**src/rtl/mips_pkg.sv**
```systemverilog
// Shared definitions for the MIPS fetch path: fetch FSM states, reset PC,
// instruction field positions and PC increment.
package mips_pkg;

    typedef enum logic [1:0] {
        IDLE  = 2'd0,
        FETCH = 2'd1,
        HOLD  = 2'd2
    } fetch_state_t;

    localparam logic [31:0] RESET_PC_DEFAULT = 32'h0000_0000;

    localparam int OP_MSB    = 31;
    localparam int OP_LSB    = 26;
    localparam int FUNCT_MSB = 5;
    localparam int FUNCT_LSB = 0;
    localparam int JIDX_W    = 26;

    localparam int PC_INC = 4;

endpackage

```
**src/rtl/fetch_unit_pc_next_sel.sv**
```systemverilog
// Pure combinational next-PC selection: sequential, branch and jump targets,
// with jump taking priority over a taken branch.
module pc_next_sel
    import mips_pkg::*;
#(
    parameter int AW = 32
) (
    input  logic [AW-1:0]     pc,
    input  logic [JIDX_W-1:0] jidx,
    input  logic [31:0]       signimm,
    input  logic              jump,
    input  logic              pcsrc,
    output logic [AW-1:0]     pcplus4,
    output logic [AW-1:0]     pcnext
);

    logic [AW-1:0] pcbranch;
    logic [AW-1:0] pcjump;

    assign pcplus4  = pc + AW'(PC_INC);
    // Word offset scaled to bytes; wraps modulo 2^AW like every other add.
    assign pcbranch = pcplus4 + AW'({signimm, 2'b00});
    assign pcjump   = {pcplus4[AW-1:JIDX_W+2], jidx, 2'b00};

    always_comb begin
        pcnext = pcplus4;
        if (jump) begin
            pcnext = pcjump;
        end else if (pcsrc) begin
            pcnext = pcbranch;
        end
    end

endmodule

```
**src/rtl/fetch_unit.sv**
```systemverilog
// Instruction fetch stage: requests instructions over a req/ack handshake,
// holds the fetched word until retire, then advances the PC.
module fetch_unit
    import mips_pkg::*;
#(
    parameter int            AW       = 32,
    parameter logic [AW-1:0] RESET_PC = AW'(RESET_PC_DEFAULT)
) (
    input  logic          clk,
    input  logic          reset,
    output logic          imem_req,
    output logic [AW-1:0] imem_addr,
    input  logic          imem_ack,
    input  logic [31:0]   imem_rdata,
    output logic [31:0]   instr,
    output logic          instr_valid,
    input  logic          retire,
    input  logic          pcsrc,
    input  logic          jump,
    input  logic [31:0]   signimm,
    output logic [AW-1:0] pc,
    output logic [AW-1:0] pcplus4
);

    fetch_state_t  state_reg, state_next;
    logic [AW-1:0] pc_reg;
    logic [31:0]   instr_reg;
    logic [AW-1:0] pcnext;
    logic          load_instr;
    logic          load_pc;

    pc_next_sel #(.AW(AW)) u_pc_next_sel (
        .pc      (pc_reg),
        .jidx    (instr_reg[JIDX_W-1:0]),
        .signimm (signimm),
        .jump    (jump),
        .pcsrc   (pcsrc),
        .pcplus4 (pcplus4),
        .pcnext  (pcnext)
    );

    always_ff @(posedge clk or negedge reset) begin
        if (!reset) begin
            state_reg <= IDLE;
            pc_reg    <= RESET_PC;
            instr_reg <= '0;
        end else begin
            state_reg <= state_next;
            if (load_pc) begin
                pc_reg <= pcnext;
            end
            if (load_instr) begin
                instr_reg <= imem_rdata;
            end
        end
    end

    // ack and retire only matter in the state that is waiting for them.
    always_comb begin
        state_next  = state_reg;
        imem_req    = 1'b0;
        instr_valid = 1'b0;
        load_instr  = 1'b0;
        load_pc     = 1'b0;
        unique case (state_reg)
            IDLE: begin
                state_next = FETCH;
            end
            FETCH: begin
                imem_req = 1'b1;
                if (imem_ack) begin
                    load_instr = 1'b1;
                    state_next = HOLD;
                end
            end
            HOLD: begin
                instr_valid = 1'b1;
                if (retire) begin
                    load_pc    = 1'b1;
                    state_next = FETCH;
                end
            end
            default: begin
                state_next = IDLE;
            end
        endcase
    end

    assign imem_addr = pc_reg;
    assign pc        = pc_reg;
    assign instr     = instr_reg;

endmodule

```
**config.mk**
```make
export PLATFORM = sky130hd
export DESIGN_NAME = fetch_unit
export DESIGN_NICKNAME = d
export VERILOG_FILES = /design/src/rtl/mips_pkg.sv /design/src/rtl/fetch_unit_pc_next_sel.sv /design/src/rtl/fetch_unit.sv
export SDC_FILE = /design/constraint.sdc
export NUM_CORES = 1
export LEC_CHECK = 0
export CORE_MARGIN = 1.5
export CORE_UTILIZATION = 46
export CTS_CLUSTER_SIZE = 10
export DETAILED_ROUTE_END_ITERATION = 8
export PLACE_DENSITY = 0.79
export SETUP_SLACK_MARGIN = 0.4
export SLEW_MARGIN = 20
export SYNTH_ARGS = -nofsm -noshare
export SYNTH_HDL_FRONTEND = slang
export SYNTH_SLANG_ARGS = --single-unit
```
**constraint.sdc**
```tcl
create_clock -name clk -period 5.07 [get_ports clk]
set_input_delay 1.2675 -clock clk [delete_from_list [all_inputs] [get_ports clk]]
set_output_delay 1.2675 -clock clk [all_outputs]
set_load 0.01 [all_outputs]
```
; ---- Word-level counts from Yosys, hierarchy flattened
; Index checks and enable logic that the tools add are counted.
[totals]
out_inout_bits = 130
input_bits = 70
rom_bits = 0
latchBits = 0
word_cells = 22
ramBits = 0
ff_bits = 66
mem_count = 0
[op_classes]
order_cmp = 0
n_addsub = 2
muxes = 11
n_eq_ne = 4
shifts = 0
bitwise = 0
div_mod_pow = 0
n_reduce_logical = 2
n_mul = 0
[ops]
columns = cell, count
row1 = 32-bit two-way mux, 2
row2 = 32-bit by 3-bit adder with 32-bit output (second input constant), 1
row3 = 32-bit adder, 1
row4 = 1-bit two-way mux, 6
row5 = 2-bit case mux with 3 select lines, 1
row6 = 2-bit two-way mux, 2
row7 = 2-bit inequality test (second input constant), 2
row8 = 2-bit by 1-bit == test with 1-bit output (second input constant), 1
row9 = 2-bit == test (second input constant), 1
row10 = 2-bit zero test, 1
row11 = 2-bit AND reduction, 1

; ---- Depth between registers and ports, before layout
; Gate-level depths: netlist (run 1).
[logic_depth]
word_depth = 4
mapped_depth = 16
mapped_depth_nobuf = 15

; ---- Cells and area by module
; From an unflattened synthesis (run 1), not the netlist that was laid out.
[unflattened]
hier_cells = 620
area_unflattened_um2 = 5965.7
[by_module_without_submodules]
columns = module, seq_area_each_um2, area_per_inst_um2, instances, cells_each
row1 = fetch_unit, 1651.6, 2989.1, 1, 176
row2 = pc_next_sel, 0.0, 2976.6, 1, 444

; ---- Least setup slack after synthesis (run 1)
; OpenSTA, ideal clock, no wires.
[synth_timing]
path_kind = flip-flop to flip-flop
from = register pc_reg[3], in the netlist imem_addr[3]
to = register pc_reg[31], in the netlist imem_addr[31]
stages_incl_launch_ff = 16
arrival_ps = 3720
path_buffers = 0
setup_slack_ps = 1210
required_ps = 4930
setup_time_ps = 140
period_less_slack_ps = 3860
path_cell_list = dfrtp_1 -> ha_1 -> nand4_1 -> nor3_2 -> and2b_1 -> nand3_1 -> xnor2_1 -> ha_1 -> a21o_1 -> o21bai_1 -> or3_1 -> o21ai_2 -> o41ai_2 -> o31ai_1 -> mux2i_1 -> o2111ai_1
[synth_between]
elab_chain_len = 4
[synth_lines]
columns = element, line
row1 = from (decl), fetch_unit.sv:26  ; logic [AW-1:0] pc_reg;
row2 = from (signal assigned), fetch_unit.sv:50  ; pc_reg <= pcnext;
row3 = 32-bit by 3-bit adder with 32-bit output, fetch_unit_pc_next_sel.sv:20  ; assign pcplus4 = pc + AW'(PC_INC);
row4 = via pcplus4[22], fetch_unit.sv:22  ; output logic [AW-1:0] pcplus4
row5 = 32-bit adder, fetch_unit_pc_next_sel.sv:22  ; assign pcbranch = pcplus4 + AW'({signimm, 2'b00});
row6 = 32-bit two-way mux, fetch_unit_pc_next_sel.sv:29  ; end else if (pcsrc) begin
row7 = 32-bit two-way mux, fetch_unit_pc_next_sel.sv:27  ; if (jump) begin
; The timed path passes the listed nets, and every way through them passes these cells.
; A chain may end at the register's enable or synchronous reset.

; ---- Worst setup path after layout (run 1)
[layout_timing]
from = register pc_reg[3], in the netlist imem_addr[3]
to = output pcplus4[30]
[layout_between]
elab_chain_len = 1
[layout_lines]
columns = element, line
row1 = 32-bit by 3-bit adder with 32-bit output, fetch_unit_pc_next_sel.sv:20
row2 = to (decl), fetch_unit.sv:22
; No other way between the ends.

==> reports/qor.txt, run 1 <==
Result of the run -> finished, final reports clean
Number of flops mapped to enable cells by yosys -> 0
Remaining routing DRC violations -> 0
Worst EP arrival -> 3130 ps
Average vias per placed instance -> 5.86
Finish-stage setup viols -> 0
Share of async-settable or async-resettable flops after synthesis -> 1.00
Area of the die -> 12800 µm²
Setup CP Type -> reg -> out
Share of post-route cells with drive strength above 1 -> 0.0946
Final slew viol count -> 0
WL final -> 17700 µm
Number of buffers inserted for hold repair after clock tree synthesis -> 0
Worst-Margin Slew -> 993 ps
Final worst path period share -> 0.868
WL per Instance -> 18.8 µm
Synth warn -> 0
Detailed Route Iter0 Violations -> 533
Clock sink total -> 64
Remaining Overflow, GRT -> 0
Starting density of the core -> 0.468
Reported leakage power -> 3.24 nW
Number of CTS-inserted buffers -> 9
Die width -> 113 µm
Vias -> 5510
Number of distinct library cells after synthesis -> 71
Antenna violations before repair -> 0
Gpl congestion -> 0.922
Clk buf depth -> 2
Critical Path RT -> 3800 ps
Final worst clock skew -> 6.57 ps
Highest clock rate -> 227 MHz
Iteration count of the initial detailed-routing pass -> 6
Detail Placement HPWL -> 13700 µm
Flip-flop and latch count after synthesis -> 64
Maximum resistive drop on vdd -> 399 µV
Flip-flop count of the largest register, all copies and words added -> 32
Total Negative Setup Slacks -> 0 ps
Number of global-route vias before repair -> 5461
I/O pin count -> 200
Setup crit start kind -> register
Die extent in y -> 113 µm
Cells after Synth -> 643
Critical Path Sink Type -> output pin
Worst-path fanout max -> 6
Clock transition at the registers of the reported paths -> 50 ps
Final-stage net count -> 895
Placed instance area -> 7310 µm²
Wire length of the first global-routing pass -> 27800 µm
Post-route minimum period -> 4400 ps
Area inside the core boundary -> 11900 µm²
Synth-to-Final Area Change -> 37.5%
Register area share after synthesis -> 0.287
Unrepaired setup endpoints after global routing -> no
Max-cap check violation count -> 0
Placement Rows -> 40
Average cell area after synthesis -> 8.66 µm²
Total power density per cell area -> 653 nW/µm²
Clock latency on the worst-skew pair -> 330 ps
Buffer cell driving the clock tree root -> sky130_fd_sc_hd__clkbuf_16
Global routing usage summed across all routing layers -> 0.273
Fin area -> 7660 µm²
Final hold vios -> 0
Most common flop cell mapped by yosys -> sky130_fd_sc_hd__dfrtp_1
Largest net degree at the start of global routing -> 35
Deepest level of the CTS H-tree -> 3
Worst rel slew slack -> 0.337
Antenna-violating nets left -> 0
Buffers on Ports -> 191
CTS tree -> done
HP Class -> reg -> reg
Final antenna diode count -> 0
Combined area of all synthesized cells -> 5570 µm²
==> where the power goes <==
| part | total (mW) | internal [mW] | switching [mW] |
|---|---|---|---|
| clock network | 0.685 | 0.471 | 0.214 |
| registers | 1.12 | 0.754 | 0.362 |
| logic | 3.20 | 1.60 | 1.60 |
==> synthesized netlist by cell type (8+ instances only) <==
master / number / area share
sky130_fd_sc_hd__dfrtp_1: 64 / 0.29
sky130_fd_sc_hd__mux2i_1: 9 / 0.016
sky130_fd_sc_hd__a21oi_1: 53 / 0.048
sky130_fd_sc_hd__nor3_1: 8 / 0.0072
sky130_fd_sc_hd__xor2_1: 29 / 0.046
sky130_fd_sc_hd__a21o_1: 17 / 0.023
sky130_fd_sc_hd__nand2_1: 56 / 0.038
sky130_fd_sc_hd__o21ai_0: 33 / 0.030
sky130_fd_sc_hd__buf_4: 37 / 0.050
sky130_fd_sc_hd__nand3_1: 15 / 0.013
sky130_fd_sc_hd__xnor2_1: 23 / 0.036
sky130_fd_sc_hd__mux2_2: 33 / 0.067
sky130_fd_sc_hd__nor2_1: 54 / 0.036
sky130_fd_sc_hd__ha_1: 36 / 0.081
sky130_fd_sc_hd__clkbuf_1: 22 / 0.015
sky130_fd_sc_hd__inv_1: 12 / 0.0081
sky130_fd_sc_hd__nand4_1: 14 / 0.016
==> critical path, cell delays in order (launching register included) <==
cell	delay, ps
sky130_fd_sc_hd__dfrtp_1	450
sky130_fd_sc_hd__ha_1	300
sky130_fd_sc_hd__nand4_1	250
sky130_fd_sc_hd__nor3_4	400
sky130_fd_sc_hd__nand4_1	250
sky130_fd_sc_hd__nor3_2	280
sky130_fd_sc_hd__xor2_1	290
sky130_fd_sc_hd__clkdlybuf4s50_1	590
==> layout make-up <==
cell class | instances | area [µm²]
Fill cell | 989 | 4250
Multi-Input combinational cell | 502 | 3530
Timing Repair Buffer | 198 | 1960
Sequential cell | 64 | 1600
Clock buffer | 14 | 274
Tap cell | 147 | 184
Clock inverter | 2 | 60.1
Inverter | 13 | 48.8
==> per-layer routing <==
layer / vias up / track usage / share of wire
li1: 2592 / - / -
met1: 2610 / 0.368 / 0.43
met2: 276 / 0.442 / 0.46
met3: 32 / 0.0530 / 0.088
met4: 0 / 0.0892 / 0.020
met5: - / 0 / 0
==> stage by stage <==
step	total power [mW]	setup slack, ps	std cells	hold slack, ps	util
after floorplan	2.92	1210	648	455	-
after detailed placement	4.25	802	923	499	0.614
final	5.00	672	940	506	0.643
after global placement	4.19	810	923	473	0.614
after CTS	4.97	448	939	508	0.642
after global routing	5.31	500	940	523	0.643
==> repair_timing <==
action                                  4_1_cts  5_1_grt
endpoints found under the setup margin        0        2
resized for setup                             0        1
setup buffers                                 0        1
hold endpoints to repair                      0        0
==> final timing paths <==
kind / startpoint / end / slack [ps] / cells past startpoint
max: imem_addr[3] / pcplus4[30] / 670 / 7
min: state_reg[1] / state_reg[0] / 510 / 1
max reg2reg: imem_addr[3] / imem_addr[27] / 810 / 16
min reg2reg: state_reg[1] / state_reg[0] / 510 / 1
max in group asynchronous: reset / imem_addr[13] / 3180 / 2
min in group asynchronous: reset / instr[4] / 970 / 1
==> cell families (layout without fill, tap and decap cells) <==
kind of cell / Yosys count / in the layout / share of synthesized area
and+or+nand+nor: 189 / 189 / 0.167
adders and majority gates: 37 / 37 / 0.0844
xor gates and xnor gates: 52 / 52 / 0.0817
other: 1 / 6 / 0.000673
buffers and inverters: 82 / 227 / 0.0833
AOI/OAI and AO/OA: 176 / 176 / 0.213
muxes: 42 / 42 / 0.0829
DFF: 64 / 64 / 0.287
==> cell usage in the layout (no fill, tap or decap), types with 9 or more instances in the layout <==
| cell | instances |
|---|---|
| sky130_fd_sc_hd__o21ai_0 | 33 |
| sky130_fd_sc_hd__a21o_1 | 17 |
| sky130_fd_sc_hd__clkbuf_16 | 9 |
| sky130_fd_sc_hd__inv_1 | 12 |
| sky130_fd_sc_hd__nor2_1 | 54 |
| sky130_fd_sc_hd__dfrtp_1 | 64 |
| sky130_fd_sc_hd__a21oi_1 | 53 |
| sky130_fd_sc_hd__ha_1 | 36 |
| sky130_fd_sc_hd__xor2_1 | 29 |
| sky130_fd_sc_hd__clkdlybuf4s50_1 | 190 |
| sky130_fd_sc_hd__mux2_2 | 33 |
| sky130_fd_sc_hd__xnor2_1 | 23 |
| sky130_fd_sc_hd__nand3_1 | 15 |
| sky130_fd_sc_hd__mux2i_1 | 9 |
| sky130_fd_sc_hd__nand2_1 | 56 |
| sky130_fd_sc_hd__nand4_1 | 14 |
Note: power is estimated with default switching activity, not from simulation.
==> run 2: changes to the inputs <==
--- a/config.mk
+++ b/config.mk
@@ -11,7 +11,7 @@
 export DETAILED_ROUTE_END_ITERATION = 8
 export PLACE_DENSITY = 0.79
 export SETUP_SLACK_MARGIN = 0.4
-export SLEW_MARGIN = 20
+export SLEW_MARGIN = 15
 export SYNTH_ARGS = -nofsm -noshare
 export SYNTH_HDL_FRONTEND = slang
 export SYNTH_SLANG_ARGS = --single-unit
==> results of run 2 <==
No change in the layout: final DEF, timing and power equal those of run 1.
==> run 3: changes to the inputs <==
==> constraint.sdc (replaced) <==
create_clock -name clk -period 4.6 [get_ports clk]
set_input_delay 1.15 -clock clk [delete_from_list [all_inputs] [get_ports clk]]
set_output_delay 1.15 -clock clk [all_outputs]
set_load 0.01 [all_outputs]
==> run 3 against run 2 <==
Global-route usage about the same. Clock skew decreased by 1.1 ps. Clock power increased by 13%. Setup slack got worse by 160 ps. Final area increased by 1.3%. Count of clock-buffer cells in the layout decreased by 4.
==> reports/qor.txt, run 3 (synthesis results as in run 1) <==
Number of CTS-inserted buffers -> 9 (unchanged)
Slowest cell delay on critical path -> 590 ps (about the same)
Critical path's top delay family -> simple AND/OR/NAND/NOR gates
Share of total power in sequential cells -> 0.224 (about the same)
Largest net degree at the start of global routing -> 34 (-2.9%)
Standard cell with the maximum stage delay on the critical path -> sky130_fd_sc_hd__clkdlybuf4s50_1
Iteration count of the initial detailed-routing pass -> 9 (+3)
Total power density per cell area -> 718 nW/µm² (+10%)
Max-cap check violation count -> 0 (unchanged)
Switching part of the total power -> 0.436 (about the same)
Placement Rows -> 40 (unchanged)
Detail Placement HPWL -> 13600 µm (-0.61%)
Setup CP Type -> reg -> out
Antenna-violating nets left -> 0 (unchanged)
Post-route minimum period -> 4090 ps
M1 wire length -> 7570 µm (+0.13%)
Detailed Route Iter0 Violations -> 536 (+0.56%)
Clock latency on the worst-skew pair -> 330 ps (about the same)
Proportion of power drawn by the clock network -> 0.139 (+0.002)
Flip-flop count of the largest register, all copies and words added -> 32 (unchanged)
Die extent in y -> 113 µm (unchanged)
Deepest level of the CTS H-tree -> 3 (unchanged)
Buf/Inv on CP -> 2 (+1)
Post-placement setup slack -> 539 ps (-264 ps)
Worst-Margin Slew -> 1010 ps (+13.9 ps)
Leading cell type in the layout, fill and taps excluded -> sky130_fd_sc_hd__clkdlybuf4s50_1
Starting density of the core -> 0.468 (unchanged)
Vias -> 5607 (+1.8%)
Final core utilization -> 0.651 (+0.00840)
Final hold vios -> 0 (unchanged)
Count of cells along the worst register-to-register path -> 13 (-3)
Start point of the critical path -> imem_addr[3]
Maximum resistive drop on vdd -> 478 µV (+20%)
Clock sink total -> 64 (unchanged)
Final slew viol count -> 0 (unchanged)
Synth-to-Final Area Change -> 39.3%
Buffer cell driving the clock tree root -> sky130_fd_sc_hd__clkbuf_16
WL per Instance -> 18.6 µm (-0.96%)
Top library cells by usage in the layout, fill and taps aside -> sky130_fd_sc_hd__clkdlybuf4s50_1, sky130_fd_sc_hd__dfrtp_1, sky130_fd_sc_hd__nand2_1
CTS tree -> done
Finish-stage setup viols -> 0 (unchanged)
Die width -> 113 µm (unchanged)
Number of buffers inserted for hold repair after clock tree synthesis -> 0 (unchanged)
Remaining routing DRC violations -> 0 (unchanged)
Global routing usage summed across all routing layers -> 0.272 (-0.000364)
Remaining Overflow, GRT -> 0 (unchanged)
Highest clock rate -> 245 MHz
Worst-path fanout max -> 6 (unchanged)
Minimum setup slack among reg-to-reg paths -> 590 ps (-220 ps)
Combinational group share of total power -> 0.637 (-0.003)
Buffers on Ports -> 191 (unchanged)
Final worst clock skew -> 5.48 ps (-1.09 ps)
Critical Path Sink Type -> output pin
Capturing element of the worst setup path -> pcplus4[30]
WL final -> 17600 µm (-0.44%)
Worst rel slew slack -> 0.326 (-0.0101)
Number of placed cells counting well taps -> 926 (+0.33%)
Number of cells on the critical path -> 8 (+1)
Final worst path period share -> 0.889
Worst-path cell chain -> ha_2 -> nand4_1 -> nor3_2 -> buf_4 -> nand4_1 -> nor3_2 -> xor2_1 -> clkdlybuf4s50_1
Gpl congestion -> 0.900 (-2.4%)
Final antenna diode count -> 0 (unchanged)
Slack of the critical path -> 511 ps (-160 ps)
Clk buf depth -> 2 (unchanged)
Total Negative Setup Slacks -> 0 ps (unchanged)
Area of the die -> 12800 µm² (unchanged)
Setup crit start kind -> register
Clock transition at the registers of the reported paths -> 50 ps (about the same)
WL met2 -> 8190 µm (about the same)
Result of the run -> finished, final reports clean
Share of post-route cells with drive strength above 1 -> 0.118 (+0.0232)
Cell internal pwr -> 3.14 mW (+11%)
HP Class -> reg -> reg
Wire length on met3 -> 1520 µm (-2.1%)
Fin cells -> 945 (+0.53%)
Wire length of the first global-routing pass -> 27600 µm (-0.60%)
Unrepaired setup endpoints after global routing -> yes
Worst EP arrival -> 2940 ps (-190 ps)
Area inside the core boundary -> 11900 µm² (unchanged)
Critical Path RT -> 3450 ps (-350 ps)
Reg2reg end -> imem_addr[25]
Number of global-route vias before repair -> 5376 (-1.6%)
Reported leakage power -> 3.28 nW (+1.3%)
Average vias per placed instance -> 5.93 (+1.2%)
Worst reg2reg startpoint -> imem_addr[3]
Antenna violations before repair -> 0 (unchanged)
I/O pin count -> 200 (unchanged)
Final-stage net count -> 900 (+0.56%)
Top routing layer in use -> met4
Net load switching power -> 2.43 mW (+12%)
-- run 3: power groups by stage --
stage	clock network [mW]	registers, mW	logic, mW
final	0.773	1.25	3.55
after global routing	0.805	1.28	3.82
after CTS	0.780	1.22	3.51
after detailed placement	0	1.22	3.48
after global placement	0	1.21	3.43
after floorplan	0	1.22	2.00
-- run 3: how the worst min path moves through the flow --
stage,depth (start not counted),end,startpoint,slack (ps)
3_5_place_dp,1,state_reg[0],state_reg[1],480
4_1_cts,1,state_reg[0],state_reg[1],490
2_1_floorplan,1,state_reg[0],state_reg[1],460
5_1_grt,1,instr[26],instr[26],520
3_3_place_gp,1,state_reg[0],state_reg[1],480
6_report,1,state_reg[0],state_reg[1],500
-- run 3: final cells by class --
cell class / count / area (µm²)
clock inverters: 6 / 108
flip-flops and latches: 64 / 1600
multi-input cells: 502 / 3590
inverters: 13 / 48.8
well taps: 147 / 184
repair buffers: 203 / 2000
clock buffers: 10 / 229
fillers: 977 / 4150
-- run 3: routing by layer --
metal  track usage  vias to the layer above
li1              -                     2601
met1         0.369                     2693
met2         0.440                      283
met3        0.0546                       30
met4        0.0858                        0
met5             0                        -
-- run 3: repair_timing --
item,in CTS,in global routing
gates resized for setup,1,13
buffers inserted,2,1
pin swaps,1,5
setup endpoints to repair,3,13
-- run 3: per-stage QoR --
| stage | area [µm²] | hold slack (ps) | total power, mW |
|---|---|---|---|
| 6_report | 7760 | 497 | 5.57 |
| 5_1_grt | 7760 | 518 | 5.90 |
| 4_1_cts | 7690 | 493 | 5.51 |
| 3_5_place_dp | 7330 | 484 | 4.70 |
| 3_3_place_gp | 7330 | 477 | 4.64 |
| 2_1_floorplan | 5590 | 455 | 3.22 |
-- run 3: worst register-to-register path: cells and delay by family, from the launching register on --
kind	cells	cell delay (ps)
AOI/OAI and AO/OA	6	1360
xor gates and xnor gates	2	740
adders and majority gates	2	680
buffers and inverters	1	180
DFF	1	450
and+or+nand+nor	2	440
